==> config.mk <==
export PLATFORM = sky130hd
export DESIGN_NAME = padc_dig_correct_flat
export DESIGN_NICKNAME = d
export VERILOG_FILES = /design/src/rtl/padc_dig_correct_if.sv /design/src/rtl/padc_dig_correct.sv /design/src/flat_wrapper.sv
export SDC_FILE = /design/constraint.sdc
export NUM_CORES = 1
export LEC_CHECK = 0
export ABC_AREA = 1
export BUFFER_PORTS_ARGS = -buffer_cell sky130_fd_sc_hd__buf_2
export CAP_MARGIN = 20
export CORE_MARGIN = 2
export CORE_UTILIZATION = 40
export DETAILED_ROUTE_END_ITERATION = 8
export SETUP_SLACK_MARGIN = 0.15
export SYNTH_ARGS = -nofsm -noshare
export SYNTH_HDL_FRONTEND = slang
export SYNTH_SLANG_ARGS = --single-unit
==> constraint.sdc <==
create_clock -name clk -period 2.8 [get_ports clk]
set_input_delay 0.14 -clock clk [delete_from_list [all_inputs] [get_ports clk]]
set_output_delay 0.14 -clock clk [all_outputs]
set_load 0.01 [all_outputs]
==> src/rtl/padc_dig_correct_if.sv <==
// Stage-code / conversion-word bundle between the analog stage chain model and the digital back-end.
interface padc_dig_correct_if #(
  parameter int unsigned NSTAGES = 7,
  parameter int unsigned ERRW    = 8
);
  localparam int unsigned OW = NSTAGES + 1;

  logic            raw_vld;
  logic [1:0]      dig_raw [NSTAGES];
  logic            err_clr;
  logic [OW-1:0]   dout;
  logic            dout_vld;
  logic [ERRW-1:0] err_cnt;
  logic            err_sticky;

  modport master (
    output raw_vld, dig_raw, err_clr,
    input  dout, dout_vld, err_cnt, err_sticky
  );

  modport slave (
    input  raw_vld, dig_raw, err_clr,
    output dout, dout_vld, err_cnt, err_sticky
  );
endinterface

==> src/rtl/padc_dig_correct.sv <==
// Pipelined-ADC digital back-end: aligns staggered 1.5-bit stage codes, applies
// overlap-add correction and counts illegal codes.
module padc_dig_correct #(
  parameter int unsigned NSTAGES   = 7,
  parameter int unsigned TWOS_COMP = 0,
  parameter int unsigned ERRW      = 8
) (
  input logic              clk,
  input logic              rst,
  padc_dig_correct_if.slave bus
);
  localparam int unsigned OW = NSTAGES + 1;
  localparam int unsigned VD = NSTAGES - 1;

  logic [1:0]      aligned [NSTAGES];
  logic [VD-1:0]   vld_sr;
  logic            vld_al;
  logic [1:0]      code;
  logic            illegal;
  logic [OW-1:0]   sum;
  logic [OW-1:0]   dout_d;
  logic [OW-1:0]   dout_q;
  logic            dout_vld_q;
  logic [ERRW-1:0] err_cnt_q;
  logic            err_sticky_q;

  // Stage i is resolved i cycles after stage 0, so it waits NSTAGES-1-i cycles.
  for (genvar gi = 0; gi < int'(NSTAGES); gi++) begin : g_stage
    localparam int unsigned D = NSTAGES - 1 - gi;
    if (D == 0) begin : g_nodly
      assign aligned[gi] = bus.dig_raw[gi];
    end else begin : g_dly
      logic [1:0] line [D];
      always_ff @(posedge clk) begin
        if (rst) begin
          for (int unsigned k = 0; k < D; k++) line[k] <= 2'b00;
        end else begin
          line[0] <= bus.dig_raw[gi];
          for (int unsigned k = 1; k < D; k++) line[k] <= line[k-1];
        end
      end
      assign aligned[gi] = line[D-1];
    end
  end

  always_ff @(posedge clk) begin
    if (rst) vld_sr <= '0;
    else     vld_sr <= (vld_sr << 1) | VD'(bus.raw_vld);
  end

  assign vld_al = vld_sr[VD-1];

  // Illegal 2'b11 is folded to 2 before the weighted overlap-add.
  always_comb begin
    sum     = '0;
    illegal = 1'b0;
    code    = 2'b00;
    for (int unsigned i = 0; i < NSTAGES; i++) begin
      code    = (aligned[i] == 2'b11) ? 2'b10 : aligned[i];
      illegal = illegal | (aligned[i] == 2'b11);
      sum     = sum + (OW'(code) << (NSTAGES - 1 - i));
    end
  end

  always_comb begin
    dout_d = sum;
    if (TWOS_COMP != 0) dout_d[OW-1] = ~sum[OW-1];
  end

  always_ff @(posedge clk) begin
    if (rst) begin
      dout_q     <= '0;
      dout_vld_q <= 1'b0;
    end else begin
      dout_vld_q <= vld_al;
      if (vld_al) dout_q <= dout_d;
    end
  end

  // Clear beats a same-cycle error; one increment per sample, saturating.
  always_ff @(posedge clk) begin
    if (rst) begin
      err_cnt_q    <= '0;
      err_sticky_q <= 1'b0;
    end else if (bus.err_clr) begin
      err_cnt_q    <= '0;
      err_sticky_q <= 1'b0;
    end else if (vld_al && illegal) begin
      err_sticky_q <= 1'b1;
      if (err_cnt_q != {ERRW{1'b1}}) err_cnt_q <= err_cnt_q + ERRW'(1);
    end
  end

  assign bus.dout       = dout_q;
  assign bus.dout_vld   = dout_vld_q;
  assign bus.err_cnt    = err_cnt_q;
  assign bus.err_sticky = err_sticky_q;
endmodule

==> src/flat_wrapper.sv <==
// flat-port wrapper written by rule: the top's interface ports become plain ports
module padc_dig_correct_flat 
#(
  parameter int unsigned NSTAGES   = 7,
  parameter int unsigned TWOS_COMP = 0,
  parameter int unsigned ERRW      = 8
)
  (clk, rst, bus_raw_vld, bus_dig_raw, bus_err_clr, bus_dout, bus_dout_vld, bus_err_cnt, bus_err_sticky);
  padc_dig_correct_if #(.NSTAGES(NSTAGES), .ERRW(ERRW)) bus_i ();
  input logic clk;
  input logic rst;
  input wire logic [$bits(bus_i.raw_vld)-1:0] bus_raw_vld;
  input wire logic [$bits(bus_i.dig_raw)-1:0] bus_dig_raw;
  input wire logic [$bits(bus_i.err_clr)-1:0] bus_err_clr;
  output wire logic [$bits(bus_i.dout)-1:0] bus_dout;
  output wire logic [$bits(bus_i.dout_vld)-1:0] bus_dout_vld;
  output wire logic [$bits(bus_i.err_cnt)-1:0] bus_err_cnt;
  output wire logic [$bits(bus_i.err_sticky)-1:0] bus_err_sticky;
  assign bus_i.raw_vld = bus_raw_vld;
  assign bus_i.dig_raw = {>>{bus_dig_raw}};
  assign bus_i.err_clr = bus_err_clr;
  assign bus_dout = bus_i.dout;
  assign bus_dout_vld = bus_i.dout_vld;
  assign bus_err_cnt = bus_i.err_cnt;
  assign bus_err_sticky = bus_i.err_sticky;
  padc_dig_correct #(.NSTAGES(NSTAGES), .TWOS_COMP(TWOS_COMP), .ERRW(ERRW)) u_core (.clk(clk), .rst(rst), .bus(bus_i));
endmodule
==> parameters.txt <==
Parameter                              Value

Worst setup path
  Logic depth of the worst register-to-register path ... 10
  Largest stage delay on the critical path ... between 0.4 and 0.5 ns
  Crit path launch type ... flip-flop
  Slowest stage cell, crit path ... sky130_fd_sc_hd__fa_1
  Capture point of the critical path ... u_core.bus.dout[5]
  Critical path fanouts, max ... 4
  Most frequent CP cell ... sky130_fd_sc_hd__inv_1
  Type of the worst setup path ... flip-flop to flip-flop
  End of the worst register-to-register path ... u_core.bus.dout[5]
  Critical Path AT ... approximately 2 ns
  Setup slack of the most critical reg-to-reg path ... roughly 1.1 ns
  Sequence of cells on the critical path ... nor2_1, ha_1, inv_1, fa_1, inv_1, nand3_1, nand3_1, xor2_1, o21ai_0, inv_1
  Data required time of the worst path ... between 3 and 4 ns
  CP endpoint kind ... flip-flop
  Critical path launch point ... u_core.g_stage[5].g_dly.line[0][1]
  Start of the worst register-to-register path ... u_core.g_stage[5].g_dly.line[0][1]

Yosys
  Net count of the mapped netlist ... 368
  Count of cell types in the netlist ... 25
  Sequential element share of the synthesized area ... between 50% and 60%
  Parity-gate share of the synthesized area counting xor and xnor cells ... 1.360%
  Share of synthesized cell area in full adder, half adder and majority cells ... roughly 4.2%
  Dominant cell type by area after synthesis ... sky130_fd_sc_hd__dfxtp_1
  Top cell type's share of synthesized area ... just over 50%
  Simple-Gate Fraction of Synth Area ... 25.35%
  Yosys warnings ... 0
  Avg Inst Size Synth ... about 7.5 sq um
  Post-synthesis instance area ... 0.002576 sq mm
  Main combinational cell family by area after synthesis ... simple AND/OR/NAND/NOR gates
  Mux cell area share after synthesis ... 0%
  Main area contributors after synthesis ... sky130_fd_sc_hd__dfxtp_1 51%, sky130_fd_sc_hd__inv_1 11%, sky130_fd_sc_hd__nor2_1 10%
  Number of flip-flops and latches in the synthesized netlist ... 66
  Compound-cell area share of the yosys netlist ... roughly 4.2%
  Instance count of the mapped netlist ... roughly 340

STA
  Fin crit period ... 1.728 ns
  Slew at the pin closest to its max-slew limit ... 0.4845 ns
  Max-Slew Margin vs Limit ... 67.70%
  Hold Worst Slack ... 0.04141 ns
  Count of final hold-check violations ... 0
  Setup Total Neg Slack ... 0 ns
  Worst clock skew on the final layout ... ~0.0027 ns
  Timing-limited maximum frequency ... between 500 and 600 MHz
  Period utilisation layout ... 61.71%
  Setup repair after global routing missed its margin ... false
  Final Max Slew Viols ... 0
  Setup-violating endpoint count in the final report ... 0

Cells and area
  Layout overhead on the synthesized area ... 20.84%
  Footprint of the flip-flops and latches ... 0.001321 sq mm
  Non-filler cells, final ... roughly 470
  Area used by multi-input combinational logic ... 903.4 sq um
  Number of fill cells in the layout ... 634
  Fraction of layout instances using a drive strength above 1 ... roughly 16%
  Final Net Count ... between 400 and 500
  Antenna Cells ... 0

Detailed routing
  Remaining number of nets flagged by the antenna check after routing ... 0
  Wire length after detailed routing ... around 4200 um
  Wire length per cell ... around 9 um
  Number of detailed-routing iterations run before antenna repair ... 6
  Via total after detailed routing ... around 2000
  Residual DRC count ... 0
  Routed vias/inst ... ~4.2
  Number of violations reported at the end of detailed-routing iteration 0 ... 80

Die
  Total die area ... about 0.0071 sq mm
  Die Y ... around 84 um
  Horizontal die dimension ... between 80 and 90 um
  Number of cell rows ... 29
  Initial Utilization ... slightly above 40%
  Core area ... about 0.0063 sq mm
  I/O pins ... 36

Power
  Power per unit of standard cell area ... approximately 570 mW/mm^2
  Sequential Power Share ... 54.9%
  Clk pwr share ... just over 40%
  Worst IR drop on VDD ... 0.0003949 V
  Combinational share of power ... 4.7%
  Internal portion of total power ... 0.001368 W
  Fraction of power spent switching nets ... between 20% and 30%
  Leakage power ... roughly 1.5 nW
  Switching power total ... 0.0003967 W

Clock tree
  Maximum buffer depth of the clock tree ... 2
  CTS tree ... done
  Source-to-sink clock delay at the later pin of the worst-skew pair ... between 0.3 and 0.4 ns
  Clock buffers created by TritonCTS ... 9
  Number of cells upsized or downsized after cts ... 0
  CTS Root Cell ... sky130_fd_sc_hd__clkbuf_8
  Clock sink count ... 66
  Clock transition at the registers of the reported paths ... ~0.07 ns
  Setup bufs post-CTS ... 0
  Level count of the clock H-tree ... 3
  Post-CTS Hold Fix Bufs ... 12

Placement
  Number of port buffers ... 35
  Final RePlAce weighted congestion ... about 0.8
  Hpwl dp ... roughly 2900 um
  Placed cell count ... between 400 and 500

Run
  Max-capacitance violation count ... 0

GRT
  Vias in the first global route ... ~1700
  Initial antenna violation count ... 0
  Total routing resource utilization after global routing ... approximately 13%
  Wire length of the first global-routing pass ... around 7300 um
  GRT overflow ... 0
  Maximum number of pins on one net before global-route repair ... 30

Hold path
  Path type of the worst min-delay path ... primary input to flip-flop

Outcome
  Run status ... finished, final reports clean
==> cell type report <==
cell class | instances | share of cell area, %
Sequential cell | 66 | 42.44
Timing Repair Buffer | 49 | 9.968
Clock inverter | 4 | 0.8441
Inverter | 80 | 9.646
Clock buffer | 12 | 4.984
Tap cell | 77 | 3.095
Multi-Input combinational cell | 183 | 29.02
==> per-layer routing <==
metal / global-route usage [%] / vias to the layer above / wire length, um / share of wire [%]
li1: - / 1097 / - / -
met2: 21.14 / 43 / 1930 / 46
met3: 5.900 / 5 / 273 / 6.5
met5: 0 / - / 0 / 0
met1: 14.20 / 831 / 1988 / 47
met4: 6.598 / 0 / 34 / 0.80
==> critical path: cells and delay by family (launching register included) <==
family,cells,cell delay (ns)
AOI/OAI and AO/OA,1,0.14
DFF,1,0.34
and+or+nand+nor,3,0.28
xor gates and xnor gates,1,0.06
buffers and inverters,3,0.20
adders and majority gates,2,0.61
==> Yosys cell counts (all sizes together) <==
library cell and n:
ha 7, nor2 76, nand3b 2, xor2 3, buf 6, nand3 17, a21oi 12, nand2 50
inv 79, o21ai 8, fa 1, clkbuf 7, nand4 6, clkinv 1, xnor2 1, dfxtp 66
==> power groups by stage <==
stage | clock network [W] | registers, W | logic [W]
2_1_floorplan | 0 | 0.000989 | 0.0000499
3_3_place_gp | 0 | 0.000990 | 0.0000702
3_5_place_dp | 0 | 0.000991 | 0.0000713
4_1_cts | 0.000742 | 0.000969 | 0.0000843
5_1_grt | 0.000778 | 0.000971 | 0.0000958
6_report | 0.000713 | 0.000969 | 0.0000830
==> how the worst min path moves through the flow <==
stage                     from                            endpoint  depth (start not counted)
3_3_place_gp    bus_dig_raw[8]  u_core.g_stage[2].g_dly.line[0][0]                          3
4_1_cts         bus_dig_raw[2]  u_core.g_stage[5].g_dly.line[0][0]                          3
3_5_place_dp   bus_dig_raw[13]  u_core.g_stage[0].g_dly.line[0][1]                          3
5_1_grt         bus_dig_raw[2]  u_core.g_stage[5].g_dly.line[0][0]                          3
6_report        bus_dig_raw[2]  u_core.g_stage[5].g_dly.line[0][0]                          3
2_1_floorplan  bus_dig_raw[12]  u_core.g_stage[0].g_dly.line[0][0]                          2
==> metrics by stage <==
stage / area [sq um] / total power (W) / util, % / setup WS (ns)
CTS: 3113 / 0.001795 / 49.59 / 1.066
detailed placement: 2811 / 0.001062 / 44.79 / 1.087
global route: 3113 / 0.001845 / 49.59 / 0.9199
floorplan: 2576 / 0.001039 / - / 1.214
finish: 3113 / 0.001765 / 49.59 / 1.072
global placement: 2811 / 0.001060 / 44.79 / 1.157
==> state kept, by name (all words and copies together), names as in the netlist <==
name,count
u_core.bus.dout,8
u_core.bus.dout_vld,1
u_core.bus.err_cnt,8
u_core.bus.err_sticky,1
u_core.g_stage.g_dly.line,42
u_core.vld_sr,6
==> placed cells by master, fill, tap and decap left out, drive strengths merged, types with 8 or more instances in the layout <==
cell type and count:
o21ai 8, nand3 17, clkbuf 12, nor2 76, dlygate4sd3 12, a21oi 12
inv 79, nand2 50, buf 37, dfxtp 66
==> logic make-up (layout without fill, tap and decap cells) <==
group	after synthesis	count (layout)
and+or+nand+nor	151	151
xor gates and xnor gates	4	4
buffers and inverters	93	145
DFF	66	66
adders and majority gates	8	8
AOI/OAI and AO/OA	20	20
Note: power is estimated with default switching activity, not from simulation.
